$ cat src/rtl/control_unit.sv
// control_unit
// ------------
// Moore sequencer for the MMA processor. It runs the fetch / decode / execute
// loop and drives the control vector of data_path, plus the memory read and
// write strobes that complete with a ready handshake.
//
// Ports
//   clk        in   single clock, all state changes on the rising edge
//   reset      in   synchronous, active-high; forces INIT from any state
//   IR         in   4-bit opcode returned by data_path
//   Z          in   zero flag returned by data_path (from the last ADD)
//   mem_ready  in   completion of the pending mem_rd / mem_wr
//   control    out  [0:MAX_CONTROL_LINES-1] control vector to data_path
//   mem_rd     out  memory read request, address on abus
//   mem_wr     out  memory write request, data on wbus
//   halted     out  high while in HALT
//
// The control-line indices normally come from controlSignal.v. The defaults
// below are used only when that file has not already defined them.

`ifndef MAX_CONTROL_LINES
`define MAX_CONTROL_LINES 11
`endif
`ifndef INIT_PC
`define INIT_PC  0
`endif
`ifndef ABUS_PC
`define ABUS_PC  1
`endif
`ifndef IR_RBUS
`define IR_RBUS  2
`endif
`ifndef R0_RBUS
`define R0_RBUS  3
`endif
`ifndef INC_PC
`define INC_PC   4
`endif
`ifndef ABUS_R0
`define ABUS_R0  5
`endif
`ifndef ACC_RBUS
`define ACC_RBUS 6
`endif
`ifndef WBUS_ACC
`define WBUS_ACC 7
`endif
`ifndef ADD_OP
`define ADD_OP   8
`endif
`ifndef ACC_ALU
`define ACC_ALU  9
`endif
`ifndef PC_R0
`define PC_R0    10
`endif

module control_unit (
  input  logic                           clk,
  input  logic                           reset,
  input  logic [3:0]                     IR,
  input  logic                           Z,
  input  logic                           mem_ready,
  output logic [0:`MAX_CONTROL_LINES-1]  control,
  output logic                           mem_rd,
  output logic                           mem_wr,
  output logic                           halted
);

  // Opcodes that change the flow out of DECODE; everything else is a NOP.
  localparam logic [3:0] OP_LOAD  = 4'h1;
  localparam logic [3:0] OP_STORE = 4'h2;
  localparam logic [3:0] OP_ADD   = 4'h3;
  localparam logic [3:0] OP_JMP   = 4'h4;
  localparam logic [3:0] OP_JZ    = 4'h5;
  localparam logic [3:0] OP_HALT  = 4'hF;

  typedef enum logic [3:0] {
    S_INIT   = 4'd0,
    S_FETCH  = 4'd1,
    S_DECODE = 4'd2,
    S_LD_RD  = 4'd3,
    S_ST_WR  = 4'd4,
    S_ADD_RD = 4'd5,
    S_ADD_LD = 4'd6,
    S_ADD_EX = 4'd7,
    S_JUMP   = 4'd8,
    S_HALT   = 4'd9
  } state_t;

  state_t state_q;
  state_t state_d;

  // State register. Reset wins over everything, including an open handshake;
  // the strobe then drops on the following edge and the request is abandoned.
  always_ff @(posedge clk) begin
    if (reset) begin
      state_q <= S_INIT;
    end else begin
      state_q <= state_d;
    end
  end

  // Next-state logic.
  always_comb begin
    state_d = state_q;
    unique case (state_q)
      S_INIT:   state_d = S_FETCH;
      // IR and R0 reload every FETCH cycle; the value present on the ready
      // edge is the one that is kept.
      S_FETCH:  state_d = mem_ready ? S_DECODE : S_FETCH;
      S_DECODE: begin
        unique case (IR)
          OP_LOAD:  state_d = S_LD_RD;
          OP_STORE: state_d = S_ST_WR;
          OP_ADD:   state_d = S_ADD_RD;
          OP_JMP:   state_d = S_JUMP;
          OP_JZ:    state_d = Z ? S_JUMP : S_FETCH;
          OP_HALT:  state_d = S_HALT;
          default:  state_d = S_FETCH;
        endcase
      end
      S_LD_RD:  state_d = mem_ready ? S_FETCH : S_LD_RD;
      S_ST_WR:  state_d = mem_ready ? S_FETCH : S_ST_WR;
      S_ADD_RD: state_d = mem_ready ? S_ADD_LD : S_ADD_RD;
      // Memory holds rbus valid while address and mem_rd stay put, so the
      // operand is captured into R0 here without a second handshake.
      S_ADD_LD: state_d = S_ADD_EX;
      S_ADD_EX: state_d = S_FETCH;
      S_JUMP:   state_d = S_FETCH;
      S_HALT:   state_d = S_HALT;
      default:  state_d = S_INIT;
    endcase
  end

  // Output decode from the state register only (Moore).
  always_comb begin
    control = '0;
    mem_rd  = 1'b0;
    mem_wr  = 1'b0;
    halted  = 1'b0;
    unique case (state_q)
      S_INIT: begin
        control[`INIT_PC] = 1'b1;
      end
      S_FETCH: begin
        control[`ABUS_PC] = 1'b1;
        control[`IR_RBUS] = 1'b1;
        control[`R0_RBUS] = 1'b1;
        mem_rd            = 1'b1;
      end
      S_DECODE: begin
        control[`INC_PC] = 1'b1;
      end
      S_LD_RD: begin
        control[`ABUS_R0]  = 1'b1;
        control[`ACC_RBUS] = 1'b1;
        mem_rd             = 1'b1;
      end
      S_ST_WR: begin
        control[`ABUS_R0]  = 1'b1;
        control[`WBUS_ACC] = 1'b1;
        mem_wr             = 1'b1;
      end
      S_ADD_RD: begin
        control[`ABUS_R0] = 1'b1;
        mem_rd            = 1'b1;
      end
      S_ADD_LD: begin
        control[`ABUS_R0] = 1'b1;
        control[`R0_RBUS] = 1'b1;
        mem_rd            = 1'b1;
      end
      S_ADD_EX: begin
        control[`ADD_OP]  = 1'b1;
        control[`ACC_ALU] = 1'b1;
      end
      S_JUMP: begin
        control[`PC_R0] = 1'b1;
      end
      S_HALT: begin
        halted = 1'b1;
      end
      default: begin
        control = '0;
      end
    endcase
  end

endmodule

$ cat config.mk
export PLATFORM = sky130hd
export DESIGN_NAME = control_unit
export DESIGN_NICKNAME = d
export VERILOG_FILES = /design/src/rtl/control_unit.sv
export SDC_FILE = /design/constraint.sdc
export NUM_CORES = 1
export LEC_CHECK = 0
export CAP_MARGIN = 10
export CORE_MARGIN = 5
export CORE_UTILIZATION = 30
export CTS_BUF_LIST = sky130_fd_sc_hd__clkbuf_8 sky130_fd_sc_hd__clkbuf_16
export DETAILED_ROUTE_END_ITERATION = 8
export PLACE_DENSITY = 0.66
export REMOVE_ABC_BUFFERS = 1
export SYNTH_ARGS = -nofsm -noshare
export SYNTH_HDL_FRONTEND = slang
export SYNTH_SLANG_ARGS = --single-unit
$ cat constraint.sdc
create_clock -name clk -period 1.4 [get_ports clk]
set_clock_uncertainty 0.05 [all_clocks]
set_input_delay 0.21 -clock clk [delete_from_list [all_inputs] [get_ports clk]]
set_output_delay 0.21 -clock clk [all_outputs]
set_load 0.03 [all_outputs]
==> results of run 1 <==
power breakdown:
group / switching (mW) / internal (mW) / leakage, nW
logic: 0.128 / 0.125 / 0.326
clock network: 0.0498 / 0.182 / 0.0216
registers: 0.00855 / 0.118 / 0.0352
area by class of cell:
| class | count | share of cell area [%] |
|---|---|---|
| Multi-Input combinational cell | 48 | 45.1 |
| Clock buffer | 3 | 4.46 |
| Timing Repair Buffer | 38 | 38.0 |
| Inverter | 1 | 0.405 |
| Sequential cell | 4 | 10.0 |
| Tap cell | 15 | 2.03 |
synth_stat cells (all sizes together):
library cell	number
nand3b	1
clkbuf	1
nor4b	2
xnor2	1
o31ai	1
or2	1
nor3b	3
xor2	1
a311oi	1
nor3	8
nand2b	4
nor4	1
nor2b	2
a31oi	2
a21oi	2
nand3	1
inv	1
o21a	3
dfxtp	4
buf	6
or3	2
nand2	5
nor2	7
cell families after synthesis:
kind of cell | count (synthesis)
and+or+nand+nor | 37
AOI/OAI and AO/OA | 9
buffers and inverters | 8
DFF | 4
xor gates and xnor gates | 2
worst paths after layout:
check | from | endpoint | slack, ns | cells past startpoint
worst max register to register | state_q[0] | state_q[0] | -0.02 | 5
worst min-delay path | reset | state_q[3] | 0.54 | 2
worst min register to register | state_q[3] | state_q[3] | 0.74 | 4
worst max-delay path | state_q[0] | control[4] | -0.09 | 4
timing repair:
action / 4_1_cts / 5_1_grt
endpoints found under the hold margin: 0 / 0
pin swaps: 7 / 8
setup buffers: 5 / 2
resized for setup: 28 / 15
endpoints found under the setup margin: 14 / 16
per-layer routing:
metal / up-vias / wire length [um]
met5: - / 0
met4: 0 / 20
met3: 2 / 81
met2: 20 / 875
met1: 265 / 589
li1: 280 / -
metrics by stage:
stage	hold WS [ns]	setup WS [ns]	cells	area (um^2)
final	0.540	-0.0857	109	926
after global routing	0.572	-0.118	109	926
after floorplan	0.239	-0.713	53	383
after CTS	0.531	-0.116	107	855
after detailed placement	0.742	-0.0977	99	652
after global placement	0.728	-0.100	99	652
worst reg2reg max path, delay by kind of cell (launching register included):
kind	cells	cell delay (ns)
AND/OR/NAND/NOR	2	0.47
buffers and inverters	1	0.16
AO/OA/AOI/OAI	2	0.32
flip-flops	1	0.35
==> metrics.cfg, run 1 <==
[timing]
finalHoldViolCount=0
fmax_mhz=673
slew_violations=0
setup_viol=10
tightest_slew_ns=0.256
tns_ns=-0.392
maxSlewHeadroom_pct=82.9
post-route-period-util_pct=106
rsz0062_at_grt=yes
min_period_ns=1.49
postLayoutSetupSlackWorst_ns=-0.0857

[finish]
largestRegisters=state_q (4)
top_register=state_q
fillers=85
num_antenna_cells=0
utilization_pct=69.4
regArea_um2=92.6
largest_register_ffs=4
final_nets=104
syn_to_final_growth_pct=116
multiInputGateArea_um2=418
final_cell_mix=buf_4 (19), buf_6 (11), clkdlybuf4s50_1 (7)
final_common_cell=buf_4
drive_gt1_share_pct=62.8

[global_route]
use_met1_pct=14.2
grt_pass1_vias=554
grt_max_degree=9
grt-ovfl-total=0
grt_use_total_pct=14.2
antenna_found_initial=0
top_usage_layer=met2
grt_pass1_wl_um=2280
met3_usage_pct=3.38
grt_use_met2_pct=28.2

[logic_synthesis]
syn_avg_cell_area_um2=7.15
synth_adder_area_share_pct=0
netlist_area_um2=429
yosys.area_share.simple_pct=49.9
muxShareOfSynthArea_pct=0
synthCells=60
synth-seq-cells=4
synthTopCellsByArea=dfxtp_1 (19%), nor3_1 (9.3%), buf_4 (8.7%), nor2_1 (6.1%), nand2b_1 (5.8%)
synth-compound-area-share_pct=15.7
ys_seq_area_share_pct=18.7
yosysWarnings=0
synth_top_area_cell=dfxtp_1
yosysTopAreaCellShare_pct=18.7
synth_top_family_by_area=simple AND/OR/NAND/NOR gates
synth_cell_types=27
synth-xor-area-share_pct=4.08

[placed_design]
dpl.hpwl_um=1040
port_buffers=21
place.gp.congestion=0.794

[run_status]
status=finished, violations left
violations=setup timing

[setup_path]
cp.buffers_inverters=2
worstPathRequired_ns=1.14
cpLargestDelayFamily=simple AND/OR/NAND/NOR gates
endpoint_kind=output pin
crit_chain=nand2b_4 -> or3_4 -> inv_2 -> buf_6
worst-path-max-fanout=4
crit_type=reg -> out
crit_path_top_delay_cell=dfxtp_4
max_stage_delay_ns=0.35
arrival_ns=1.23
startpoint_type=register

[drt]
dr.pass1.iters=4
first_iter_violations=7
drc_errors=0
wl_per_cell_um=14.4
wl_um=1570
viasPerCell=5.20
dr_total_vias=567
ant_nets=0

[clocking]
clock-sinks=4
cts_buffers=3
cts_htree_levels=1
cts-root-buf=clkbuf_8
path_clk_slew_ns=0.03
hold_buffers=0
clk_latency_ns=0.21
cts_tree=built
cts.path.max_buffers=2

[hold_path]
min_path_type=in -> reg

[power]
power_uw=611
power_density_mw_per_mm2=660
vdd_drop_max_mv=0.432
p_leak_nw=0.383

[floorplanning]
ios=22
fp.dieArea_mm2=0.00229
initial_core_util_pct=32.2
core_mm2=0.00133
die_y_um=47.8
core.rowCount=13
fp.dieW_um=47.8

[run]
maxCapViolCount=0

No activity file was read; power rests on OpenSTA's default activity.
==> run 2, diff against run 1 <==
--- a/config.mk
+++ b/config.mk
@@ -6,11 +6,11 @@
 export NUM_CORES = 1
 export LEC_CHECK = 0
 export CAP_MARGIN = 10
-export CORE_MARGIN = 5
-export CORE_UTILIZATION = 30
+export CORE_AREA = 5 5 42 44
 export CTS_BUF_LIST = sky130_fd_sc_hd__clkbuf_8 sky130_fd_sc_hd__clkbuf_16
 export DETAILED_ROUTE_END_ITERATION = 8
-export PLACE_DENSITY = 0.66
+export DIE_AREA = 0 0 47 49
+export PLACE_DENSITY = 0.7
 export REMOVE_ABC_BUFFERS = 1
 export SYNTH_ARGS = -nofsm -noshare
 export SYNTH_HDL_FRONTEND = slang
==> run 2 against run 1 <==
Against the previous run:
- the run still ends with setup timing left
- largest cell class unchanged
- largest power group unchanged
- first-iteration DRC count up 71%
- sequential power about the same
- clock power up 5%
- worst setup slack worse by 0.020 ns
==> metrics.cfg, run 2 (synthesized netlist as in run 1, its figures left out) <==
[drt]
drc_errors=0
wl_per_cell_um=14.7
ant_nets=0
dr_total_vias=572
wl_um=1650
dr.pass1.iters=3
viasPerCell=5.11
first_iter_violations=12

[finish]
syn_to_final_growth_pct=123
regArea_um2=95.1
fillers=102
top_register=state_q
multiInputGateArea_um2=432
drive_gt1_share_pct=66.7
largest_register_ffs=4
final_common_cell=buf_4
final_cell_mix=buf_4 (20), buf_6 (13), clkdlybuf4s50_1 (7)
final_nets=106
largestRegisters=state_q (4)
num_antenna_cells=0

[clocking]
cts.path.max_buffers=2
cts-root-buf=clkbuf_8
clock-sinks=4
path_clk_slew_ns=0.03
cts_buffers=3
cts_htree_levels=1
cts_tree=built
clk_latency_ns=0.22

[power]
power_frac_comb_pct=41.8
power_uw=632
p_leak_nw=0.401
p_switching_uw=198
power_frac_clock_pct=38.6
intPower_uw=433
vdd_drop_max_mv=0.444
seqPwrFrac_pct=19.6
p_sw_share_pct=31.4
power_density_mw_per_mm2=659

[global_route]
grt_pass1_wl_um=2420
grt_pass1_vias=570
antenna_found_initial=0
met3_usage_pct=2.21
grt_max_degree=8
top_usage_layer=met2
grt_use_total_pct=14.2
grt-ovfl-total=0
grt_use_met2_pct=21.5
use_met1_pct=18.7

[floorplanning]
ios=22
die_y_um=49
core.rowCount=14
fp.dieArea_mm2=0.00230
core_mm2=0.00140
initial_core_util_pct=30.6
fp.dieW_um=47

[run_status]
status=finished, violations left
violations=setup timing

[run]
maxCapViolCount=0

[setup_path]
cpLargestDelayFamily=simple AND/OR/NAND/NOR gates
crit_type=reg -> reg
endpoint_kind=register
worst-path-max-fanout=5
max_stage_delay_ns=0.35
startpoint_type=register
crit_chain=nand2b_4 -> or3_4 -> buf_4 -> nor4b_4 -> o21a_1
cp.buffers_inverters=1
arrival_ns=1.61
crit_path_top_delay_cell=or3_4
worstPathRequired_ns=1.50

[timing]
post-route-period-util_pct=108
slew_violations=0
min_period_ns=1.51
setup_viol=12
postLayoutSetupSlackWorst_ns=-0.106
maxSlewHeadroom_pct=83.5
finalHoldViolCount=0
tightest_slew_ns=0.246
rsz0062_at_grt=yes
fmax_mhz=664

[hold_path]
min_path_type=in -> reg

[placed_design]
place.gp.congestion=0.684
dpl.hpwl_um=887
dp_slack_ns=-0.0785
port_buffers=21

==> run 2: cell types whose count changed in the layout (fill, tap and decap cells not counted), sizes merged <==
cell / delta
buf: +2
==> run 2: per-stage QoR <==
stage / utilization (%) / setup TNS [ns] / cell area [um^2] / cells / hold slack (ns)
final: 68.4 / -0.720 / 958 / 112 / 0.510
after detailed placement: 45.0 / -0.184 / 631 / 97 / 0.681
after floorplan: - / -4.27 / 383 / 53 / 0.239
after CTS: 59.0 / -0.907 / 827 / 107 / 0.518
after global routing: 68.4 / -1.34 / 958 / 112 / 0.527
after global placement: 45.0 / -0.158 / 631 / 97 / 0.677
==> run 2: timing repair <==
item,4_1_cts,5_1_grt
buffers inserted,7,5
resized for setup,25,21
pin swaps,4,9
endpoints found under the setup margin,15,16
hold buffers,0,0
==> run 2: cell type report <==
cell class              count  area share (%)
multi-input cells          48            45.0
repair buffers             40            38.3
flip-flops and latches      4            9.92
clock buffers               3            4.31
well taps                  16            2.09
inverters                   1           0.392
==> run 2: final timing paths <==
kind | startpoint | endpoint | slack [ns] | cells after the start
worst min register to register | state_q[3] | state_q[3] | 0.74 | 4
worst min-delay path | reset | state_q[3] | 0.51 | 2
worst max-delay path | state_q[0] | state_q[2] | -0.11 | 5
worst max register to register | state_q[0] | state_q[2] | -0.11 | 5
==> run 2: metal layers <==
| layer | up-vias | share of wire, % |
|---|---|---|
| met1 | 273 | 41 |
| li1 | 284 | - |
| met5 | - | 0 |
| met2 | 13 | 54 |
| met4 | 0 | 1.0 |
| met3 | 2 | 3.6 |
==> run 2: power by group through the flow <==
| stage | combinational [mW] | sequential (mW) | clock (mW) |
|---|---|---|---|
| after floorplan | 0.0899 | 0.132 | 0 |
| after global placement | 0.173 | 0.131 | 0 |
| after detailed placement | 0.174 | 0.131 | 0 |
| after CTS | 0.231 | 0.125 | 0.246 |
| after global routing | 0.279 | 0.125 | 0.260 |
| final | 0.264 | 0.124 | 0.244 |
